File: config.mk
export PLATFORM = sky130hd
export DESIGN_NAME = spi_slave_m
export DESIGN_NICKNAME = d
export VERILOG_FILES = /design/src/rtl/spi_slave_m.sv
export SDC_FILE = /design/constraint.sdc
export NUM_CORES = 1
export LEC_CHECK = 0
export ABC_AREA = 1
export ABC_CLOCK_PERIOD_IN_PS = 1400
export CORE_UTILIZATION = 50
export CTS_BUF_LIST = sky130_fd_sc_hd__clkbuf_8
export CTS_CLUSTER_SIZE = 16
export DETAILED_ROUTE_END_ITERATION = 6
export HOLD_SLACK_MARGIN = 0.02
export PLACE_DENSITY = 0.78
export REMOVE_ABC_BUFFERS = 1
export SYNTH_ARGS = -nofsm -noshare
export SYNTH_HDL_FRONTEND = slang
export SYNTH_SLANG_ARGS = --single-unit
File: constraint.sdc
create_clock -name CLK -period 1.4 [get_ports CLK]
set_input_delay 0.21 -clock CLK [delete_from_list [all_inputs] [get_ports CLK]]
set_output_delay 0.21 -clock CLK [all_outputs]
set_load 0.05 [all_outputs]
File: src/rtl/spi_slave_m.sv
// SPI mode-0 target: 8-bit MSB-first words, oversampled pins,
// single-entry TX buffer and multi-byte frames under one CS.
module spi_slave_m (
    input  logic       CLK,
    input  logic       RST,
    input  logic       CS,
    input  logic       SCK,
    input  logic       MOSI,
    output logic       MISO,
    input  logic [7:0] DOUT,
    input  logic       LOAD,
    output logic       READY,
    output logic [7:0] DIN,
    output logic       DONE,
    output logic       BUSY
);

    logic [2:0] cs_q;
    logic [2:0] sck_q;
    logic [1:0] mosi_q;

    logic [7:0] rx_sr_q, rx_sr_d;
    logic [7:0] tx_sr_q, tx_sr_d;
    logic [7:0] tx_buf_q, tx_buf_d;
    logic [7:0] din_q, din_d;
    logic [2:0] cnt_q, cnt_d;
    logic       tx_full_q, tx_full_d;
    logic       done_q, done_d;

    logic cs_s, mosi_s;
    logic cs_fall, cs_rise;
    logic sck_rise, sck_fall;
    logic fetch;

    // Stage 2 is the synchronized value, stage 3 its previous sample.
    assign cs_s     = cs_q[1];
    assign mosi_s   = mosi_q[1];
    assign cs_fall  = ~cs_q[1] & cs_q[2];
    assign cs_rise  = cs_q[1] & ~cs_q[2];
    assign sck_rise = sck_q[1] & ~sck_q[2];
    assign sck_fall = ~sck_q[1] & sck_q[2];

    always_comb begin
        rx_sr_d   = rx_sr_q;
        tx_sr_d   = tx_sr_q;
        tx_buf_d  = tx_buf_q;
        din_d     = din_q;
        cnt_d     = cnt_q;
        tx_full_d = tx_full_q;
        done_d    = 1'b0;
        fetch     = 1'b0;

        if (cs_fall) begin
            cnt_d   = 3'd0;
            rx_sr_d = 8'h00;
            fetch   = 1'b1;
        end else if (cs_rise) begin
            cnt_d   = 3'd0;
            rx_sr_d = 8'h00;
            tx_sr_d = 8'h00;
        end else if (!cs_s) begin
            if (sck_rise) begin
                rx_sr_d = {rx_sr_q[6:0], mosi_s};
                cnt_d   = cnt_q + 3'd1;
                if (cnt_q == 3'd7) begin
                    din_d  = {rx_sr_q[6:0], mosi_s};
                    done_d = 1'b1;
                end
            end else if (sck_fall) begin
                if (cnt_q == 3'd0) begin
                    fetch = 1'b1;
                end else begin
                    tx_sr_d = {tx_sr_q[6:0], 1'b0};
                end
            end
        end

        // A fetch takes the old buffer contents; a same-cycle LOAD refills it.
        if (fetch) begin
            tx_sr_d   = tx_full_q ? tx_buf_q : 8'h00;
            tx_full_d = 1'b0;
        end
        if (LOAD) begin
            tx_buf_d  = DOUT;
            tx_full_d = 1'b1;
        end
    end

    always_ff @(posedge CLK) begin
        if (RST) begin
            cs_q      <= 3'b111;
            sck_q     <= 3'b000;
            mosi_q    <= 2'b00;
            rx_sr_q   <= 8'h00;
            tx_sr_q   <= 8'h00;
            tx_buf_q  <= 8'h00;
            din_q     <= 8'h00;
            cnt_q     <= 3'd0;
            tx_full_q <= 1'b0;
            done_q    <= 1'b0;
        end else begin
            cs_q      <= {cs_q[1:0], CS};
            sck_q     <= {sck_q[1:0], SCK};
            mosi_q    <= {mosi_q[0], MOSI};
            rx_sr_q   <= rx_sr_d;
            tx_sr_q   <= tx_sr_d;
            tx_buf_q  <= tx_buf_d;
            din_q     <= din_d;
            cnt_q     <= cnt_d;
            tx_full_q <= tx_full_d;
            done_q    <= done_d;
        end
    end

    assign BUSY  = ~cs_s;
    assign MISO  = tx_sr_q[7] & BUSY;
    assign READY = ~tx_full_q;
    assign DIN   = din_q;
    assign DONE  = done_q;

endmodule

# Word-level counts from Yosys, hierarchy flattened
# Index checks and enable logic that the tools add are counted.
dict set report totals {
  reg_bits 44
  inputBits 14
  out_inout_bits 12
  wordCells 54
}
dict set report classes {
  addsub 1
  n_eq_ne 5
  n_mux 17
  bitwise 13
  n_reduce_logical 8
}
# cell count
set ops {}
lappend ops {{2-to-1 mux 8 bit} 8}
lappend ops {{AND reduction 5 bit} 2}
lappend ops {{2-to-1 mux 1 bit} 9}
lappend ops {{NOT 1 bit} 8}
lappend ops {{AND 1 bit} 5}
lappend ops {{OR reduction 5 bit} 1}
lappend ops {{adder 3 x 1 -> 3 bit (second input constant)} 1}
lappend ops {{equality test 3 bit (second input constant)} 1}
lappend ops {{logical NOT 3 bit} 1}
lappend ops {{inequality test 3 x 1 -> 1 bit (second input constant)} 1}
lappend ops {{inequality test 3 x 2 -> 1 bit (second input constant)} 1}
lappend ops {{inequality test 3 bit (second input constant)} 1}
lappend ops {{nonzero test 3 bit} 1}
lappend ops {{OR reduction 3 bit} 1}
lappend ops {{inequality test 2 x 1 -> 1 bit (second input constant)} 1}
lappend ops {{AND reduction 2 bit} 1}
lappend ops {{nonzero test 2 bit} 1}

# Longest topological paths before layout
dict set report logic_depth {
  ltp_word 9
  mapped_depth 12
  ltp_nobuf 11
}

# Worst setup path before layout
# No wires, ideal clock.
dict set report synth_path {
  path_type {register -> register}
  start {register cs_q[1]}
  end {register tx_sr_q[0]}
  setup_ns 0.112
  t_arrival_ns 1.564
  required_ns 1.288
  path_slack_ns -0.276
  path_stages_with_launch 9
  n_path_buf 1
  synth_period_minus_slack_ns 1.676
  cell_sequence {dfxtp_1 -> inv_1 -> ha_1 -> nor2_8 -> nand2_2 -> nand2_4 -> buf_8 -> nor2_2 -> nor2_2}
}
dict set report synth_between {
  elab_chain_cells 5
  word_cells_on_any_way 15
  classes_between {eq/ne (4); mux (6); bitwise (3); reduce/logical (2)}
}
# item line
set synth_rtl {}
lappend synth_rtl {{start: declaration} 18} ;# logic [2:0] cs_q;
lappend synth_rtl {{start signal: assignment} 102} ;# cs_q <= {cs_q[1:0], CS};
lappend synth_rtl {{NOT 1 bit (no source line) (*)} n/a}
lappend synth_rtl {{net BUSY} 15} ;# output logic BUSY
lappend synth_rtl {{AND 1 bit (*)} 38} ;# assign cs_fall = ~cs_q[1] & cs_q[2];
lappend synth_rtl {{2-to-1 mux 1 bit} 53} ;# if (cs_fall) begin
lappend synth_rtl {{inequality test 3 bit (no source line), or another cell as far along} n/a}
lappend synth_rtl {{AND reduction 5 bit (no source line)} n/a}
lappend synth_rtl {{end signal: assignment} 106} ;# tx_sr_q <= tx_sr_d;
lappend synth_rtl {{end: declaration} 23} ;# logic [7:0] tx_sr_q, tx_sr_d;
# Mark *: on every way through the listed nets, which the timed path passes. The rest lies on a longest branch. The select of a mux whose other input is x is not followed.
# A chain may end at the register's enable or synchronous reset.

# Worst setup path after layout
dict set report layout_path {
  start {register cnt_q[0]}
  end {register tx_sr_q[0]}
}
dict set report layout_between {
  elab_chain_cells 9
  word_cells_on_any_way 14
  classes_between {eq/ne (4); mux (7); reduce/logical (3)}
}
# item line
set layout_rtl {}
lappend layout_rtl {{start: declaration} 26} ;# logic [2:0] cnt_q, cnt_d;
lappend layout_rtl {{start signal: assignment} 109} ;# cnt_q <= cnt_d;
lappend layout_rtl {{logical NOT 3 bit (*)} 70} ;# if (cnt_q == 3'd0) begin
lappend layout_rtl {{2-to-1 mux 1 bit} 70}
lappend layout_rtl {{2-to-1 mux 1 bit} 69} ;# end else if (sck_fall) begin
lappend layout_rtl {{2-to-1 mux 1 bit} 62} ;# if (sck_rise) begin
lappend layout_rtl {{2-to-1 mux 1 bit} 61} ;# end else if (!cs_s) begin
lappend layout_rtl {{2-to-1 mux 1 bit} 57} ;# end else if (cs_rise) begin
lappend layout_rtl {{2-to-1 mux 1 bit} 53}
lappend layout_rtl {{inequality test 3 bit (no source line), or another cell as far along} n/a}
lappend layout_rtl {{AND reduction 5 bit (no source line)} n/a}
# Every way passes the cells marked *; elsewhere a longest branch is shown, timed or not.

==> summary.md <==
| Metric | Value |
|---|---|
| Grt ovf | `0` |
| Clk pwr share | `34.2%` |
| Layout Area Growth over Synthesis | `39.0%` |
| CTS Buf Count | `5` |
| Final setup fails | `0` |
| Worst slack at placement | `-0.0516 ns` |
| Detailed placement HPWL | `2600 µm` |
| Final Hold Fails | `0` |
| Synth Area per Inst | `7.22 µm²` |
| Clock Skew | `0.00676 ns` |
| Yosys reg bits | `44` |
| Seq pwr share | `55.3%` |
| Total track usage | `21.0%` |
| Synth area leaders | `dfxtp_1 (47%), nor2_1 (11%), nand2_1 (11%)` |
| Worst hold slack | `0.405 ns` |
| Most common cell in the netlist | `nor2_1` |
| Worst Path Arrival | `1.62 ns` |
| Worst-Margin Slew | `0.301 ns` |
| Clock Latency Late Sink | `0.30 ns` |
| Crit. End Element | `flop` |
| Min cycle time layout | `1.39 ns` |
| Die ar. | `0.00399 mm²` |
| Final Cell Area | `0.00260 mm²` |
| Largest net degree at the start of global routing | `17` |
| IO Port Bufs | `25` |
| Initial Util | `53.9%` |
| Sw power | `571 µW` |
| Int Pwr | `1.79 mW` |
| Gate Count Post-Synth | `259` |
| Static Leak | `1.22 nW` |
| Share of the synthesized area in the top cell type | `47.1%` |
| TritonCTS clock tree | `built` |
| DRT antenna net count | `0` |
| Standard-cell rows | `21` |
| Yosys synthesis warning count | `0` |
| R2R Setup Slk | `0.01 ns` |
| R2r endpoint | `tx_sr_q[0]$_SDFFE_PP0P_` |
| Crit Path Category | `flop to flop` |
| Initial antenna violation count | `0` |
| Pwr dens | `909 mW/mm²` |
| Worst Path Required | `1.63 ns` |
| Post-Synthesis Cell Area | `0.00187 mm²` |
| Seq/Total Area, Yosys | `47.1%` |
| CORE AREA | `0.00347 mm²` |
| Die Wd | `63.1 µm` |
| Total Wirelength | `4330 µm` |
| VDD IR-drop max | `0.790 mV` |
| Clock buffer depth | `2` |
| Crit path to | `tx_sr_q[0]$_SDFFE_PP0P_` |
| Clock tree sinks | `44` |
| Max-slew violation count | `0` |
| Hold crit path type | `flop to flop` |
| Antenna diodes | `0` |
| DRC errors left | `0` |
| Switching Share | `24.2%` |
| Util after Layout | `74.9%` |
| RD Place Congestion | `0.803` |
| Headroom to the max-slew limit | `79.9%` |
| Total Power | `2.36 mW` |
| Post-DR wirelength/cell | `12.4 µm` |
| Commonest cells in the netlist | `nor2_1 (57), nand2_1 (56), dfxtp_1 (44)` |
| Vias per inst | `5.00` |
| Worst Setup Start Kind | `flop` |
| F_max | `722 MHz` |
| Setup ws final | `0.0145 ns` |
| Max-Cap Viols | `0` |
| Share of cells above drive strength 1 | `23.5%` |
| Initial DRC count | `133` |
| Nets | `322` |
| Leading area contributor after synthesis | `dfxtp_1` |
| Ports | `26` |
| Outcome | `completed` |
| Gate power share | `10.4%` |
| Worst-path clk slew | `0.08 ns` |
| Unrepaired setup endpoints after global routing | `yes` |
| DIE HEIGHT | `63.1 µm` |
| Worst-path fanout max | `5` |
| First-pass GRT wire length | `6570 µm` |
| Pre-antenna DRT Iters | `5` |
| Asr flop ratio synth | `0%` |
| R2r worst-path depth | `9` |
| Vias | `1,741` |
| Worst Setup SP | `cnt_q[0]$_SDFFE_PP0P_` |
| Ys flop type | `dfxtp_1` |
| Number of global-route vias before repair | `1,597` |
| Placed Area | `0.00235 mm²` |
| H-tree depth | `2` |
| Clock root cell | `clkbuf_8` |
| Tcrit/Tclk final | `99.0%` |
| Netlist cell types | `20` |
| Number of flops mapped to enable cells by yosys | `0` |
| Hold buffers post-CTS | `0` |
| R2R Path Start | `cnt_q[0]$_SDFFE_PP0P_` |
[cell usage in the layout, fill, tap and decap left out]
cell,synthesis,final
nand2_1,56,53
nor2_1,57,52
dfxtp_1,44,40
inv_1,33,27
o21ai_0,20,15
clkdlybuf4s50_1,0,13
buf_12,0,13
a21oi_1,12,12
buf_4,0,11
nand3_1,9,9
inv_2,3,7
clkbuf_8,0,6
nor2_2,2,4
nand2_2,2,4
nand2_4,2,4
o21ai_1,0,4
ha_1,7,4
nor2_4,0,3
dfxtp_2,0,3
inv_4,0,2
or2_2,2,2
ha_4,0,2
clkinv_2,0,2
nor2_8,1,1
nand2_8,0,1
nand3_4,0,1
clkinv_1,1,1
nor3_1,1,1
o21ai_2,0,1
ha_2,0,1
nand3_2,1,1
dfxtp_4,0,1
buf_6,0,1
[flip-flops by register name, summed over array words and instances, names as in the netlist]
name       cells
tx_sr_q        8
tx_full_q      1
cnt_q          3
rx_sr_q        7
sck_q          3
DONE           1
cs_q           3
mosi_q         2
tx_buf_q       8
DIN            8
[layout make-up]
type | instances | area (µm²)
fillers | 247 | 870
repair buffers | 38 | 484
clock inverters | 2 | 10.0
inverters | 37 | 144
multi-input cells | 175 | 932
clock buffers | 6 | 82.6
well taps | 46 | 57.6
flip-flops and latches | 44 | 888
[kinds of logic (layout without fill, tap and decap cells)]
group	Yosys count	after routing	share of synthesized area [%]
simple gates	133	136	30.2
flops	44	44	47.1
buf+inv	43	83	9.44
compound gates	32	32	8.57
fa+ha+maj	7	7	4.69
[worst min path at each step]
stage                                     from                endpoint  slack (ns)  cells past startpoint
after floorplan                            RST  tx_full_q$_SDFFE_PP0P_        0.28                      1
after global placement    mosi_q[0]$_SDFF_PP0_    mosi_q[1]$_SDFF_PP0_        0.39                      2
after detailed placement  mosi_q[0]$_SDFF_PP0_    mosi_q[1]$_SDFF_PP0_        0.40                      2
after CTS                 mosi_q[0]$_SDFF_PP0_    mosi_q[1]$_SDFF_PP0_        0.41                      2
after global routing      mosi_q[0]$_SDFF_PP0_    mosi_q[1]$_SDFF_PP0_        0.43                      2
final                      sck_q[0]$_SDFF_PP0_     sck_q[1]$_SDFF_PP0_        0.41                      2
[power groups by stage]
stage,clock network (mW),logic [mW],registers [mW]
finish,0.808,0.247,1.31
global route,0.881,0.273,1.31
CTS,0.821,0.220,1.31
detailed placement,0,0.214,1.34
global placement,0,0.210,1.33
floorplan,0,0.115,1.33
[critical path, cell delays in order (launching register included)]
cell and delay, ns:
dfxtp_2 0.33, inv_2 0.07, ha_4 0.13, inv_2 0.04, nor2_4 0.13, buf_12 0.11, nand3_4 0.09, a21oi_1 0.23
nor2_2 0.06, nor2_2 0.13
[per-stage QoR]
| stage | setup TNS [ns] | instances |
|---|---|---|
| global route | -0.518 | 348 |
| finish | 0 | 348 |
| global placement | 0 | 336 |
| CTS | -0.0284 | 345 |
| floorplan | -5.26 | 253 |
| detailed placement | -0.194 | 336 |
[metal layers]
| layer | routed length (µm) | vias up | global-route usage (%) |
|---|---|---|---|
| met5 | 0 | - | 0 |
| met4 | 47 | 0 | 7.56 |
| met3 | 252 | 6 | 6.16 |
| met2 | 2180 | 66 | 36.8 |
| met1 | 1850 | 794 | 23.8 |
| li1 | - | 875 | - |
[what timing repair did]
| item | 4_1_cts | 5_1_grt |
|---|---|---|
| setup endpoints to repair | 9 | 19 |
| gates resized for setup | 6 | 36 |
| setup buffers | 0 | 1 |
| pin swaps | 0 | 9 |
| cloned | 1 | 2 |
No activity file was read; power rests on OpenSTA's default activity.
